**config.mk**
```make
export PLATFORM = sky130hd
export DESIGN_NAME = trap_ctrl
export DESIGN_NICKNAME = d
export VERILOG_FILES = /design/src/rtl/trap_ctrl.sv
export SDC_FILE = /design/constraint.sdc
export NUM_CORES = 1
export LEC_CHECK = 0
export ABC_AREA = 1
export BUFFER_PORTS_ARGS = -buffer_cell sky130_fd_sc_hd__buf_2
export CORE_MARGIN = 8
export CORE_UTILIZATION = 55
export DETAILED_ROUTE_END_ITERATION = 10
export PLACE_DENSITY = 0.87
export REMOVE_ABC_BUFFERS = 1
export SYNTH_ARGS = -nofsm -noshare
export SYNTH_HDL_FRONTEND = slang
export SYNTH_SLANG_ARGS = --single-unit
export TNS_END_PERCENT = 50
```
**constraint.sdc**
```tcl
create_clock -name clk -period 2.8 [get_ports clk]
set_input_delay 0.56 -clock clk [delete_from_list [all_inputs] [get_ports clk]]
set_output_delay 0.56 -clock clk [all_outputs]
set_load 0.1 [all_outputs]
```
**src/rtl/trap_ctrl.sv**
```systemverilog
// Machine-mode trap sequencer: takes exceptions, interrupts and MRET from EX,
// issues the CSR write sequence, then a single-cycle PC redirect.
module trap_ctrl #(
  parameter bit VECTORED_EN = 1'b0
) (
  input  logic        clk,
  input  logic        rst_n,
  input  logic        ex_valid,
  input  logic [31:0] ex_pc,
  input  logic        exc_valid,
  input  logic [30:0] exc_cause,
  input  logic [31:0] exc_tval,
  input  logic        mret_valid,
  input  logic        irq_ext,
  input  logic        irq_sw,
  input  logic        irq_timer,
  input  logic [31:0] mstatus_i,
  input  logic [31:0] mie_i,
  input  logic [31:0] mtvec_i,
  input  logic [31:0] mepc_i,
  output logic        csr_we,
  output logic [11:0] csr_waddr,
  output logic [31:0] csr_wdata,
  output logic        flush_o,
  output logic        redirect_valid,
  output logic [31:0] redirect_pc,
  output logic        busy_o
);

  typedef enum logic [2:0] {
    IDLE,
    W_MEPC,
    W_MCAUSE,
    W_MTVAL,
    W_MSTATUS,
    M_MSTATUS,
    REDIRECT
  } state_t;

  localparam logic [11:0] A_MSTATUS = 12'h300;
  localparam logic [11:0] A_MEPC    = 12'h341;
  localparam logic [11:0] A_MCAUSE  = 12'h342;
  localparam logic [11:0] A_MTVAL   = 12'h343;

  state_t      state;
  logic [31:0] cause_q;
  logic [31:0] tval_q;
  logic [31:0] mstatus_q;
  logic [31:0] mtvec_q;
  logic [29:0] mepc_q;

  logic        take_ext;
  logic        take_sw;
  logic        take_tim;
  logic        irq_take;
  logic [4:0]  irq_code;
  logic        accept;
  logic        is_trap;
  logic [31:0] acc_cause;
  logic [31:0] acc_tval;
  logic        vec_hit;
  logic [31:0] trap_target;
  logic        unused_ok;

  function automatic logic [31:0] trap_ms(input logic [31:0] m);
    logic [31:0] r;
    r        = m;
    r[7]     = m[3];
    r[3]     = 1'b0;
    r[12:11] = 2'b11;
    return r;
  endfunction

  function automatic logic [31:0] mret_ms(input logic [31:0] m);
    logic [31:0] r;
    r        = m;
    r[3]     = m[7];
    r[7]     = 1'b1;
    r[12:11] = 2'b11;
    return r;
  endfunction

  assign take_ext = mstatus_i[3] & irq_ext   & mie_i[11];
  assign take_sw  = mstatus_i[3] & irq_sw    & mie_i[3];
  assign take_tim = mstatus_i[3] & irq_timer & mie_i[7];
  assign irq_take = take_ext | take_sw | take_tim;

  always_comb begin
    irq_code = 5'd0;
    if (take_ext)      irq_code = 5'd11;
    else if (take_sw)  irq_code = 5'd3;
    else if (take_tim) irq_code = 5'd7;
  end

  assign accept = rst_n & (state == IDLE) & ex_valid
                & (exc_valid | irq_take | mret_valid);
  assign is_trap = exc_valid | irq_take;

  assign acc_cause = exc_valid ? {1'b0, exc_cause}
                               : {1'b1, 26'd0, irq_code};
  assign acc_tval  = exc_valid ? exc_tval : 32'd0;

  // Vector offset only for interrupts in vectored mode
  assign vec_hit = VECTORED_EN & cause_q[31]
                 & (mtvec_q[1:0] == 2'b01);
  assign trap_target = {mtvec_q[31:2], 2'b00}
                     + (vec_hit ? {cause_q[29:0], 2'b00} : 32'd0);

  assign busy_o  = (state != IDLE);
  assign flush_o = accept | busy_o;

  assign unused_ok = ^{ex_pc[1:0], mepc_i[1:0], mie_i[31:12],
                       mie_i[10:8], mie_i[6:4], mie_i[2:0]};

  always_ff @(posedge clk or negedge rst_n) begin
    if (!rst_n) begin
      state          <= IDLE;
      cause_q        <= '0;
      tval_q         <= '0;
      mstatus_q      <= '0;
      mtvec_q        <= '0;
      mepc_q         <= '0;
      csr_we         <= 1'b0;
      csr_waddr      <= '0;
      csr_wdata      <= '0;
      redirect_valid <= 1'b0;
      redirect_pc    <= '0;
    end else begin
      csr_we         <= 1'b0;
      csr_waddr      <= '0;
      csr_wdata      <= '0;
      redirect_valid <= 1'b0;
      redirect_pc    <= '0;
      unique case (state)
        IDLE: begin
          if (accept) begin
            cause_q   <= acc_cause;
            tval_q    <= acc_tval;
            mstatus_q <= mstatus_i;
            mtvec_q   <= mtvec_i;
            mepc_q    <= mepc_i[31:2];
            csr_we    <= 1'b1;
            if (is_trap) begin
              state     <= W_MEPC;
              csr_waddr <= A_MEPC;
              csr_wdata <= {ex_pc[31:2], 2'b00};
            end else begin
              state     <= M_MSTATUS;
              csr_waddr <= A_MSTATUS;
              csr_wdata <= mret_ms(mstatus_i);
            end
          end
        end
        W_MEPC: begin
          state     <= W_MCAUSE;
          csr_we    <= 1'b1;
          csr_waddr <= A_MCAUSE;
          csr_wdata <= cause_q;
        end
        W_MCAUSE: begin
          state     <= W_MTVAL;
          csr_we    <= 1'b1;
          csr_waddr <= A_MTVAL;
          csr_wdata <= tval_q;
        end
        W_MTVAL: begin
          state     <= W_MSTATUS;
          csr_we    <= 1'b1;
          csr_waddr <= A_MSTATUS;
          csr_wdata <= trap_ms(mstatus_q);
        end
        W_MSTATUS: begin
          state          <= REDIRECT;
          redirect_valid <= 1'b1;
          redirect_pc    <= trap_target;
        end
        M_MSTATUS: begin
          state          <= REDIRECT;
          redirect_valid <= 1'b1;
          redirect_pc    <= {mepc_q, 2'b00};
        end
        REDIRECT: state <= IDLE;
        default:  state <= IDLE;
      endcase
    end
  end

endmodule

```
==> After elaboration in Yosys (flattened, before gate mapping) <==
Index checks and enable logic that the tools add are counted.
{ "totals": {"reg_bits": 239, "input_bits": 231, "output_inout_bits": 80, "wordCells": 54} }
{ "classes": {"eq_ne": 6, "mux": 18, "bitwise_logic": 14, "n_reduce_logical": 5} }
{ "op_table": {"columns": ["cell", "n"], "rows": [
  ["$mux 32", 4],
  ["$pmux 32 s4", 1],
  ["$pmux 32 s2", 1],
  ["$pmux 10 s4", 1],
  ["$pmux 3 s5", 1],
  ["$mux 10", 1],
  ["$mux 5", 2],
  ["$and 1x1->1", 9],
  ["$mux 3", 3],
  ["$mux 7", 1],
  ["$eq 3x2->1 const B", 2],
  ["$eq 3x3->1 const B", 2],
  ["$or 1x1->1", 5],
  ["$eq 3x1->1 const B", 1],
  ["$logic_not 3->1", 1],
  ["$reduce_bool 3->1", 1],
  ["$reduce_or 3->1", 1],
  ["$mux 1", 2],
  ["$ne 2x2->1 const B", 1],
  ["$pmux 1 s2", 1],
  ["$reduce_and 2->1", 1],
  ["$reduce_or 2->1", 1]
]} }

==> Logic depth before layout (Yosys ltp) <==
{ "depth": {"ltp_word": 9, "mapped_depth": 10, "ltp_nobuf": 8} }

==> Worst setup path after synthesis <==
No wires, ideal clock.
{ "synth_path": {"path_kind": "reg2out", "from": "register state[2]", "to": "output flush_o", "arrival_ps": 2305, "required_time_ps": 2240, "slack_ps": -65, "path_stages_with_launch": 9, "path_buffers": 3, "cell_sequence": "dfrtp_1 buf_2 nor2_4 nand2_2 nor2_4 nand2_1 buf_4 buf_2 nand2_1"} }
{ "synth_between": {"word_cells_on_any_way": 6, "cone_classes": "bitwise: 4; reduce/logical: 2"} }
{ "synth_rtl": {"columns": ["item", "line", "text"], "rows": [
  ["start: declaration", "45", "state_t state;"],
  ["start signal: assignment", "117", "state <= IDLE;"],
  ["start signal: assignment", "144", "state <= W_MEPC;"],
  ["start signal: assignment", "148", "state <= M_MSTATUS;"],
  ["$reduce_bool 3->1", "109", "assign busy_o = (state != IDLE);"],
  ["via busy_o", "27", "output logic busy_o"],
  ["$or 1x1->1", "110", "assign flush_o = accept | busy_o;"],
  ["end: declaration", "24", "output logic flush_o,"]
]} }
The timed path passes the listed nets, and every way through them passes these cells.

==> Final worst setup path <==
{ "layout_path": {"from": "register state[0]", "to": "output flush_o"} }
{ "layout_between": {"elab_chain_cells": 5, "word_cells_on_any_way": 6, "cone_classes": "bitwise: 4; reduce/logical: 2"} }
{ "layout_rtl": {"columns": ["item", "line", "text"], "rows": [
  ["$logic_not 3->1", "95", "assign accept = rst_n & (state == IDLE) & ex_valid"],
  ["$and 1x1->1 (2 in series)", "95", null],
  ["$and 1x1->1", "96", "& (exc_valid | irq_take | mret_valid);"],
  ["$or 1x1->1 *", "110", null]
]} }
Mark *: on every way between the ends. The rest lies on a longest branch, timed or not.

==> results.py <==
metrics = {
    "outcome": {
        "outcome": "completed",
    },
    "cells_and_area": {
        "syn_to_final_growth_pct": 23.4,
        "fillers": 1259,
        "layout_common_cells": "nand2_1, buf_2, dfrtp_1",
        "drive_gt1_share_pct": 25.4,
        "final_cells": 1541,
        "postLayoutCellArea_um2": 11700,
        "finalNetCount": 1530,
        "final_common_cell": "nand2_1",
    },
    "timing": {
        "fmax_ghz": 0.422,
        "setup_violations": 0,
        "slew_violations": 0,
        "finalHoldViolations": 0,
        "fin_crit_sh_pct": 84.6,
        "fin_skew_ns": 0.0139,
        "tightest_slew_ns": 0.826,
        "rsz0062_at_grt": "no",
        "slew_headroom_pct": 44.8,
        "period_minus_slack_ns": 2.37,
    },
    "placed_design": {
        "placed_cells": 1499,
        "gp_congestion": 0.847,
        "placed_cell_area_um2": 10900,
        "port_buffers": 264,
        "dp_hpwl_um": 18100,
    },
    "drt": {
        "viasPerCell": 5.46,
        "num_vias": 8414,
        "firstDrtPassIters": 5,
        "drt_iter0_drc": 545,
        "dr_wl_met3_um": 2720,
        "top_layer": "met4",
        "wl_met2_um": 12700,
        "wl_um": 27000,
        "route.detailed.drc": 0,
        "routedWlPerCell_um": 17.5,
        "wl_met1_um": 10900,
        "drt.antenna.violating_nets": 0,
    },
    "floorplan": {
        "dieArea_um2": 21700,
        "placementRows": 48,
        "die_w_um": 147,
        "ios": 311,
        "initial_core_util_pct": 55.5,
        "placeableCoreArea_um2": 17100,
        "die_h_um": 147,
    },
    "power": {
        "pwr-share-seq_pct": 36.4,
        "p_switching_w": 0.00658,
        "swShare_pct": 46.5,
        "p_int_w": 0.00758,
        "ir_drop_mv": 1.10,
        "pwr-share-comb_pct": 42.4,
        "clkPwrFrac_pct": 21.2,
        "p_per_area_nw_per_um2": 1210,
        "leakage_nw": 6.20,
    },
    "worst_setup_path": {
        "rrSetupSlack_ns": 0.77,
        "crit_path_end_kind": "output port",
        "r2r_cells": 7,
        "r2r_start": "state[0]",
        "path_class": "reg -> out",
        "cp_max_fo": 9,
        "critPathLaunch": "state[0]",
        "startpoint_type": "register",
        "worstPathArrival_ns": 1.81,
        "crit_required_ns": 2.24,
        "r2r_end": "cause_q[14]",
    },
    "clock_network": {
        "cts_root_buffer": "clkbuf_16",
        "post_cts_resized": 0,
        "clkLatencyLatePin_ns": 0.51,
        "post_cts_buffers": 0,
        "cts_max_path_buffers": 3,
        "h-tree-depth": 1,
        "cts_tree": "done",
        "clk_transition_reported_paths_ns": 0.07,
        "numCtsBuffers": 23,
        "hold_buffers": 0,
        "cts.sinks": 224,
    },
    "synthesis": {
        "syn-cell-area_um2": 9460,
        "ys_warn_count": 0,
        "syn_inst": 1063,
        "synth-seq-cells": 224,
        "synth-seq-area-share_pct": 59.2,
        "syn_avg_cell_area_um2": 8.90,
        "synth_cell_type_count": 21,
    },
    "min_path": {
        "hp-class": "in -> async",
    },
    "global_route": {
        "grt.overflow.total": 0,
        "grt_start_max_net_pins": 125,
        "antenna_found_initial": 1,
        "grt_pass1_vias": 8756,
        "grt_pass1_wl_um": 43300,
        "grt_usage_pct": 24.3,
    },
    "job": {
        "max_cap_viol_count": 0,
    },
}
## critical path: stages, from the launching register on
cell and delay, ns:
dfrtp_1 0.45, nor2_4 0.15, nand2_2 0.08, nor2_4 0.23, nand2_4 0.09, nand2_1 0.11
buf_12 0.18
## area by class of cell
cell class              count  area [um^2]  area share [%]
flip-flops and latches    224         5610            48.0
multi-input cells         649         3010            25.7
repair buffers            284         1580            13.6
clock buffers              35          711            6.09
inverters                 117          439            3.76
well taps                 225          282            2.41
clock inverters             6         47.5           0.407
diodes                      1         2.50          0.0214
## kinds of logic after synthesis
group | after synthesis | share of synthesized area [%]
AOI/OAI and AO/OA | 245 | 13.4
buffers and inverters | 198 | 9.47
DFF | 224 | 59.2
other | 1 | 0.0396
and+or+nand+nor | 395 | 17.9
## Yosys cell counts, drive strengths merged
master	number	area share, %
nand2	294	12
dfrtp	224	59
o21ai	190	10
inv	117	4.6
nand4	53	3.5
buf	41	3.2
clkbuf	40	1.6
nand3	39	2.1
a21oi	34	1.9
o22ai	20	1.3
nor2	9	0.60
a21boi	1	0.079
conb	1	0.040
## power groups by stage
stage / logic [W] / registers (W) / clock network (W)
finish: 0.00601 / 0.00516 / 0.00300
global route: 0.00640 / 0.00528 / 0.00319
CTS: 0.00602 / 0.00515 / 0.00306
detailed placement: 0.00598 / 0.00519 / 0
global placement: 0.00583 / 0.00510 / 0
floorplan: 0.00192 / 0.00763 / 0
## state kept, by name (all words and copies together) (netlist names)
signal	cells
cause_q	32
csr_waddr	4
csr_wdata	32
csr_we	1
mepc_q	30
mstatus_q	29
mtvec_q	30
redirect_pc	30
redirect_valid	1
state	3
tval_q	32
## routing by layer
layer / vias to the layer above / track usage (%)
li1: 3905 / -
met1: 3960 / 30.9
met2: 499 / 39.2
met3: 50 / 6.89
met4: 0 / 8.41
met5: - / 0
## through the flow
step / utilization [%] / setup WS (ns) / hold WS [ns] / TNS (ns) / total power, W
finish: 68.5 / 0.431 / 0.143 / 0 / 0.0142
global route: 68.5 / 0.329 / 0.175 / 0 / 0.0149
floorplan: - / -2.72 / 0.264 / -263.33 / 0.00955
CTS: 68.4 / 0.406 / 0.147 / 0 / 0.0142
detailed placement: 64.0 / 0.610 / 0.465 / 0 / 0.0112
global placement: 64.0 / 0.595 / 0.462 / 0 / 0.0109
## worst max path at each step
stage	end	slack, ns
after floorplan	flush_o	-2.72
after global placement	flush_o	0.60
after detailed placement	flush_o	0.61
after CTS	flush_o	0.41
after global routing	flush_o	0.33
final	flush_o	0.43
Power figures use the tool's default switching activity.
